`src/rtl/uart_pkg.sv`:
```
// Shared UART definitions: frame FSM states and timing constants.
// Reused by the transmitter scheduler and a future receiver.
package uart_pkg;

  localparam int CLKS_PER_BIT_DEF = 10416;
  localparam int FRAME_BITS       = 10;

  typedef enum logic [1:0] {
    IDLE,
    START,
    DATA,
    STOP
  } uart_state_e;

endpackage

```
`src/rtl/uart_bit_timer.sv`:
```
// Bit-period counter: counts 0..CLKS_PER_BIT-1 and flags the last cycle.
// Restarts from zero on clear and after every terminal count.
module uart_bit_timer #(
  parameter int CLKS_PER_BIT = 10416
) (
  input  logic sysclk,
  input  logic reset,
  input  logic clear,
  output logic bit_end
);

  localparam int CW =
    (CLKS_PER_BIT > 1) ? $clog2(CLKS_PER_BIT) : 1;
  localparam logic [CW-1:0] LAST = CW'(CLKS_PER_BIT - 1);

  logic [CW-1:0] cnt_q;
  logic [CW-1:0] cnt_d;

  assign bit_end = (cnt_q == LAST);

  always_comb begin
    cnt_d = cnt_q + CW'(1);
    if (clear || bit_end) begin
      cnt_d = '0;
    end
  end

  always_ff @(posedge sysclk or posedge reset) begin
    if (reset) begin
      cnt_q <= '0;
    end else begin
      cnt_q <= cnt_d;
    end
  end

endmodule

```
`src/rtl/uart_tx_scheduler.sv`:
```
// Two-requester round-robin UART transmitter, 8N1, LSB first.
// Grant, byte capture and start bit all happen on one IDLE edge.
module uart_tx_scheduler
  import uart_pkg::*;
#(
  parameter int CLKS_PER_BIT = CLKS_PER_BIT_DEF
) (
  input  logic       sysclk,
  input  logic       reset,
  input  logic       req0,
  input  logic       req1,
  input  logic [7:0] data0,
  input  logic [7:0] data1,
  output logic       ack0,
  output logic       ack1,
  output logic       tx,
  output logic       busy,
  output logic       grant_id,
  output logic       done
);

  uart_state_e state_q;
  uart_state_e state_d;

  logic [7:0] sh_q;
  logic [7:0] sh_d;
  logic [2:0] idx_q;
  logic [2:0] idx_d;
  logic       tx_q;
  logic       tx_d;
  logic       busy_q;
  logic       busy_d;
  logic       gid_q;
  logic       gid_d;
  logic       last_q;
  logic       last_d;
  logic       ack0_q;
  logic       ack0_d;
  logic       ack1_q;
  logic       ack1_d;

  logic grant;
  logic pick;
  logic bit_end;

  assign grant = (state_q == IDLE) && (req0 || req1);

  // On a tie, serve whoever did not go last.
  always_comb begin
    pick = 1'b0;
    unique case ({req1, req0})
      2'b11:   pick = ~last_q;
      2'b10:   pick = 1'b1;
      default: pick = 1'b0;
    endcase
  end

  uart_bit_timer #(
    .CLKS_PER_BIT(CLKS_PER_BIT)
  ) u_timer (
    .sysclk (sysclk),
    .reset  (reset),
    .clear  (grant),
    .bit_end(bit_end)
  );

  always_comb begin
    state_d = state_q;
    sh_d    = sh_q;
    idx_d   = idx_q;
    tx_d    = tx_q;
    busy_d  = busy_q;
    gid_d   = gid_q;
    last_d  = last_q;
    ack0_d  = 1'b0;
    ack1_d  = 1'b0;
    unique case (state_q)
      IDLE: begin
        if (grant) begin
          state_d = START;
          sh_d    = pick ? data1 : data0;
          idx_d   = 3'd0;
          tx_d    = 1'b0;
          busy_d  = 1'b1;
          gid_d   = pick;
          last_d  = pick;
          ack0_d  = ~pick;
          ack1_d  = pick;
        end
      end
      START: begin
        if (bit_end) begin
          state_d = DATA;
          tx_d    = sh_q[0];
          sh_d    = {1'b0, sh_q[7:1]};
        end
      end
      DATA: begin
        if (bit_end) begin
          if (idx_q == 3'd7) begin
            state_d = STOP;
            tx_d    = 1'b1;
          end else begin
            idx_d = idx_q + 3'd1;
            tx_d  = sh_q[0];
            sh_d  = {1'b0, sh_q[7:1]};
          end
        end
      end
      STOP: begin
        if (bit_end) begin
          state_d = IDLE;
          busy_d  = 1'b0;
        end
      end
      default: state_d = IDLE;
    endcase
  end

  always_ff @(posedge sysclk or posedge reset) begin
    if (reset) begin
      state_q <= IDLE;
      sh_q    <= '0;
      idx_q   <= '0;
      tx_q    <= 1'b1;
      busy_q  <= 1'b0;
      gid_q   <= 1'b0;
      last_q  <= 1'b1;
      ack0_q  <= 1'b0;
      ack1_q  <= 1'b0;
    end else begin
      state_q <= state_d;
      sh_q    <= sh_d;
      idx_q   <= idx_d;
      tx_q    <= tx_d;
      busy_q  <= busy_d;
      gid_q   <= gid_d;
      last_q  <= last_d;
      ack0_q  <= ack0_d;
      ack1_q  <= ack1_d;
    end
  end

  assign tx       = tx_q;
  assign busy     = busy_q;
  assign grant_id = gid_q;
  assign ack0     = ack0_q;
  assign ack1     = ack1_q;
  assign done     = (state_q == STOP) && bit_end;

endmodule
```
`config.mk`:
```
export PLATFORM = sky130hd
export DESIGN_NAME = uart_tx_scheduler
export DESIGN_NICKNAME = d
export VERILOG_FILES = /design/src/rtl/uart_pkg.sv /design/src/rtl/uart_bit_timer.sv /design/src/rtl/uart_tx_scheduler.sv
export SDC_FILE = /design/constraint.sdc
export NUM_CORES = 1
export LEC_CHECK = 0
export CAP_MARGIN = 10
export CORE_UTILIZATION = 52
export CTS_BUF_LIST = sky130_fd_sc_hd__clkbuf_16
export DETAILED_ROUTE_END_ITERATION = 8
export PLACE_DENSITY_LB_ADDON = 0.15
export RECOVER_POWER = 100
export SYNTH_ARGS = -nofsm -noshare
export SYNTH_HDL_FRONTEND = slang
export SYNTH_SLANG_ARGS = --single-unit
```
`constraint.sdc`:
```
create_clock -name sysclk -period 3.47 [get_ports sysclk]
set_input_delay 0.347 -clock sysclk [delete_from_list [all_inputs] [get_ports sysclk]]
set_output_delay 0.347 -clock sysclk [all_outputs]
set_load 0.02 [all_outputs]
```
## Word-level counts from Yosys, hierarchy flattened

Index checks and enable logic that the tools add are counted.

- Bits in registers: 33
- Input port bits: 20
- Output and inout bits: 6
- Logic and storage cells: 71

- Add/subtract/negate cells: 2
- Eq/ne operators: 13
- Mux-type cells: 30
- Bitwise logic cells: 2
- Reduce and logical (&&, ||, !) cells: 14

Operators by type and width:

| cell | number |
|---|---|
| $mux W8 | 5 |
| $pmux W8 S3 | 1 |
| $add A14 B1 Y14 const B | 1 |
| $eq A14 B14 Y1 const B | 1 |
| $mux W14 | 1 |
| $mux W1 | 10 |
| $mux W2 | 5 |
| $ne A2 B2 Y1 const B | 5 |
| $reduce_and A5 Y1 | 2 |
| $mux W3 | 3 |
| $eq A2 B2 Y1 const B | 4 |
| $pmux W2 S4 | 1 |
| $reduce_and A4 Y1 | 2 |
| $pmux W3 S2 | 1 |
| $pmux W1 S2 | 2 |
| $reduce_bool A2 Y1 | 2 |
| $add A3 B1 Y3 const B | 1 |
| $eq A3 B3 Y1 const B | 1 |
| $pmux W1 S3 | 1 |
| $reduce_and A3 Y1 | 1 |
| $reduce_bool A3 Y1 | 1 |
| $eq A2 B1 Y1 const B | 1 |
| $logic_and A1 B1 Y1 | 2 |
| $logic_not A2 Y1 | 1 |
| 4 further kinds | 6 |

## Longest topological paths before layout

- Depth in word-level cells: 5
- Mapped depth: 7
- Gate-level depth less buffers: 6

## Hierarchy

Synthesis repeated with hierarchy kept, for this count alone.

- Cells, all modules: 188
- Area total of the unflattened synthesis: 1943.1 um^2

By module, submodules not included:

| module | times used | cells each | area each (um^2) | sequential area each (um^2) |
|---|---|---|---|---|
| uart_tx_scheduler | 1 | 117 | 1209.9 | 478.0 |
| uart_bit_timer | 1 | 71 | 733.2 | 350.3 |

## Worst setup path after synthesis

No wires, ideal clock.

- Path type: reg-to-reg
- Start: register u_timer.cnt_q[4]
- End: register state_q[1]
- Setup time: 128 ps
- Arrival: 1975 ps
- Required time: 3342 ps
- Slack: 1367 ps
- Stages on the path, launching flop included: 6
- Path buffers: 1
- Clock period less this slack: 2103 ps
- Cell sequence: dfrtp_1 -> buf_6 -> or3b_4 -> or4_4 -> a221oi_4 -> mux2_1

- Word-level cells in the longest chain between the ends: 3
- Elaborated cells between the ends (all ways): 5
- Those cells by class: 4 x eq/ne; 1 x reduce/logical

Ends and longest elaborated chain:

| what | line | RTL |
|---|---|---|
| start: declaration | uart_bit_timer.sv:16 | `logic [CW-1:0] cnt_q;` |
| start signal: assignment | uart_bit_timer.sv:32 | `cnt_q <= cnt_d;` |
| $eq A14 B14 Y1 (*) | uart_bit_timer.sv:19 | `assign bit_end = (cnt_q == LAST);` |
| $ne A2 B2 Y1 (no line) | -- |  |
| $reduce_and A5 Y1 (no line) (*) | -- |  |
| end signal: assignment | uart_tx_scheduler.sv:132 | `state_q <= state_d;` |
| end: declaration | uart_tx_scheduler.sv:22 | `uart_state_e state_q;` |

Mark *: on every way between the ends. The rest lies on a longest branch, timed or not.
A chain may end at the register's enable or synchronous reset.

## Worst setup path after layout

- Start: register u_timer.cnt_q[4]
- End: output port done

- Word-level cells in the longest chain between the ends: 2

Ends and longest elaborated chain:

| what | line | RTL |
|---|---|---|
| $eq A14 B14 Y1 | uart_bit_timer.sv:19 |  |
| $logic_and A1 B1 Y1 | uart_tx_scheduler.sv:149 | `assign done = (state_q == STOP) && bit_end;` |
| end: declaration | uart_tx_scheduler.sv:19 | `output logic done` |

No other way between the ends.

==> flow_metrics.env <==
export IMPL_synth_edf_count=0
export IMPL_track_usage_pct=23.6
export IMPL_place_port_buffers=25
export IMPL_synth_cells=173
export IMPL_final_cells=249
export IMPL_hold_viol_final=0
export IMPL_min_period_ns=2.85
export IMPL_yosysUniqueCellTypes=39
export IMPL_rows=21
export IMPL_drt_iter0_markers=106
export IMPL_coreArea_um2=3360
export IMPL_utilization_pct=65.9
export IMPL_grt_pass1_wl_um=6270
export IMPL_outcome="finished clean"
export IMPL_worst_slack_ns=0.617
export IMPL_grt_max_degree=18
export IMPL_yosys_area_share_simple_pct=18.5
export IMPL_clkLatencyLatePin_ns=0.28
export IMPL_vias=1395
export IMPL_numClockSinks=33
export IMPL_num_antenna_cells=0
export IMPL_dp_hpwl_um=2770
export IMPL_post_cts_setup_buffer_count=0
export IMPL_arrival_ns=2.51
export IMPL_p_per_area_nw_per_um2=378
export IMPL_dp_slack_ns=0.996
export IMPL_synthXorXnorAreaFrac_pct=4.77
export IMPL_area_growth_pct=20.8
export IMPL_synth_top_family_by_area="simple AND/OR/NAND/NOR gates"
export IMPL_yosysTopAreaCell="dfrtp_1"
export IMPL_start_kind="flop"
export IMPL_drc_errors=0
export IMPL_final_area_um2=2220
export IMPL_cts_buffers=5
export IMPL_cts_tree="built"
export IMPL_htree_levels=2
export IMPL_start_util_pct=54.5
export IMPL_hp_class="flop to flop"
export IMPL_finalCritPeriodShare_pct=82.2
export IMPL_synth_common_cells="dfrtp_1 (31), nor2_1 (17), nand2_1 (14), o21ai_0 (14), mux2_2 (10)"
export IMPL_syn_area_um2=1830
export IMPL_dieArea_um2=3770
export IMPL_gp_congestion=0.867
export IMPL_slew_headroom_pct=41.2
export IMPL_io_pin_count=26
export IMPL_critPathCaptureType="output port"
export IMPL_critPathSlowestCell="dlygate4sd3_1"
export IMPL_crit_chain="or3b_4 -> nor4_1 -> and2_0 -> dlygate4sd3_1"
export IMPL_crit_required_ns=3.12
export IMPL_dp_cells=241
export IMPL_worst_setup_path_type="flop to output port"
export IMPL_synthMuxAreaShare_pct=11.1
export IMPL_synth_flop_cell="dfrtp_1"
export IMPL_worstMarginPinSlew_ns=0.882
export IMPL_drt_pre_antenna_iters=4
export IMPL_wire_per_inst_um=15.0
export IMPL_slew_viol_final=0
export IMPL_synth_seq_cells=33
export IMPL_ant_nets=0
export IMPL_rsz0062_at_grt="false"
export IMPL_p_leak_nw=1.03
export IMPL_antenna_found_initial=0
export IMPL_synthTopCellsByArea="dfrtp_1 (42%), ha_1 (6.1%), mux2_2 (6.1%)"
export IMPL_synth_compound_area_share_pct=11.4
export IMPL_cts_buffer_depth=2
export IMPL_syn_avg_cell_area_um2=10.6
export IMPL_grt_pass1_vias=1408
export IMPL_yosysMostFrequentCell="dfrtp_1"
export IMPL_fp_dieW_um=61.4
export IMPL_power_mw=0.838
export IMPL_setup_tns_ns=0
export IMPL_routed_wl_um=3730
export IMPL_post_drt_via_cell_ratio=5.60
export IMPL_skew_ns=0.00284
export IMPL_synth_adder_area_share_pct=6.14
export IMPL_setup_viol=0
export IMPL_drv_cap=0
export IMPL_cts_resized=0
export IMPL_dpl_cell_area_um2=2130
export IMPL_ctsHoldBuffers=0
export IMPL_drive_gt1_share_pct=10.3
export IMPL_synthesis_nets=202
export IMPL_peakVddDrop_uv=208
export IMPL_whs_ns=0.481
export IMPL_max_freq_ghz=0.351
export IMPL_nets=231
export IMPL_synthArstFlopShare_pct=100
export IMPL_cts_clk_slew_worst_paths_ns=0.05
export IMPL_root_buffer="clkbuf_16"
export IMPL_synth_top_area_share_pct=42.3
export IMPL_die_y_um=61.4
export IMPL_critPathMaxFanout=10
export IMPL_yosysSeqAreaShare_pct=45.2
export IMPL_critPathMaxStageDelay_ns=0.69
export IMPL_grt_overflow=0
export IMPL_yosys_warnings=0
==> cell families after synthesis <==
| kind of cell | count (synthesis) |
|---|---|
| compound gates | 30 |
| xor+xnor | 10 |
| fa+ha+maj | 9 |
| buf+inv | 12 |
| flops | 33 |
| mux | 19 |
| simple gates | 60 |
==> cell usage in the layout (no fill, tap or decap), types with 4 or more instances in the layout <==
cell,synthesis,layout
mux2_2,10,10
or3_1,4,4
inv_1,7,7
dfrtp_1,31,31
dlygate4sd3_1,0,8
clkdlybuf4s50_1,0,17
o21ai_0,14,14
mux2i_1,8,8
nor2_1,17,17
nand3_1,4,4
xor2_1,9,9
nand4_1,6,6
nand2_1,14,14
a21oi_1,5,5
ha_1,9,9
clkbuf_16,0,5
==> final timing paths <==
| path | start | to | slack (ns) | cells after the start |
|---|---|---|---|---|
| worst max register to register | idx_q[0]$_DFFE_PP0P_ | sh_q[0]$_DFFE_PP0P_ | 0.95 | 6 |
| worst min register to register | u_timer.cnt_q[0]$_DFF_PP0_ | u_timer.cnt_q[0]$_DFF_PP0_ | 0.48 | 1 |
| max in group asynchronous | reset | idx_q[1]$_DFFE_PP0P_ | 1.67 | 3 |
| worst max-delay path | u_timer.cnt_q[4]$_DFF_PP0_ | done | 0.62 | 4 |
| min in group asynchronous | reset | ack1$_DFF_PP0_ | 0.59 | 2 |
| worst min-delay path | u_timer.cnt_q[0]$_DFF_PP0_ | u_timer.cnt_q[0]$_DFF_PP0_ | 0.48 | 1 |
==> layer usage <==
layer	global-route usage (%)	vias up	part of all wire, %
met2	41.9	33	52
met4	11.1	0	1.8
met5	0	-	0
met1	25.3	680	42
met3	7.98	8	4.1
li1	-	674	-
==> cell type report <==
class | instances | area (um^2)
fillers | 317 | 1150
multi-input cells | 128 | 908
flip-flops and latches | 33 | 828
repair buffers | 27 | 258
clock buffers | 5 | 125
well taps | 46 | 57.6
inverters | 7 | 26.3
clock inverters | 3 | 12.5
==> worst max-delay path: cells and delay by family, from the launching register on <==
| kind | cells | cell delay, ns |
|---|---|---|
| flops | 1 | 0.47 |
| simple gates | 3 | 1.07 |
| buf+inv | 1 | 0.69 |
==> registers in the layout, summed over array words and instances (netlist names), 2 cells and up <==
register       count
idx_q              3
u_timer.cnt_q     14
sh_q               8
state_q            2
==> power by group <==
| group | switching (mW) | internal [mW] | leakage, nW |
|---|---|---|---|
| logic | 0.0162 | 0.0232 | 0.537 |
| registers | 0 | 0.385 | 0.429 |
| clock network | 0.154 | 0.259 | 0.0687 |
No activity file was read; power rests on OpenSTA's default activity.
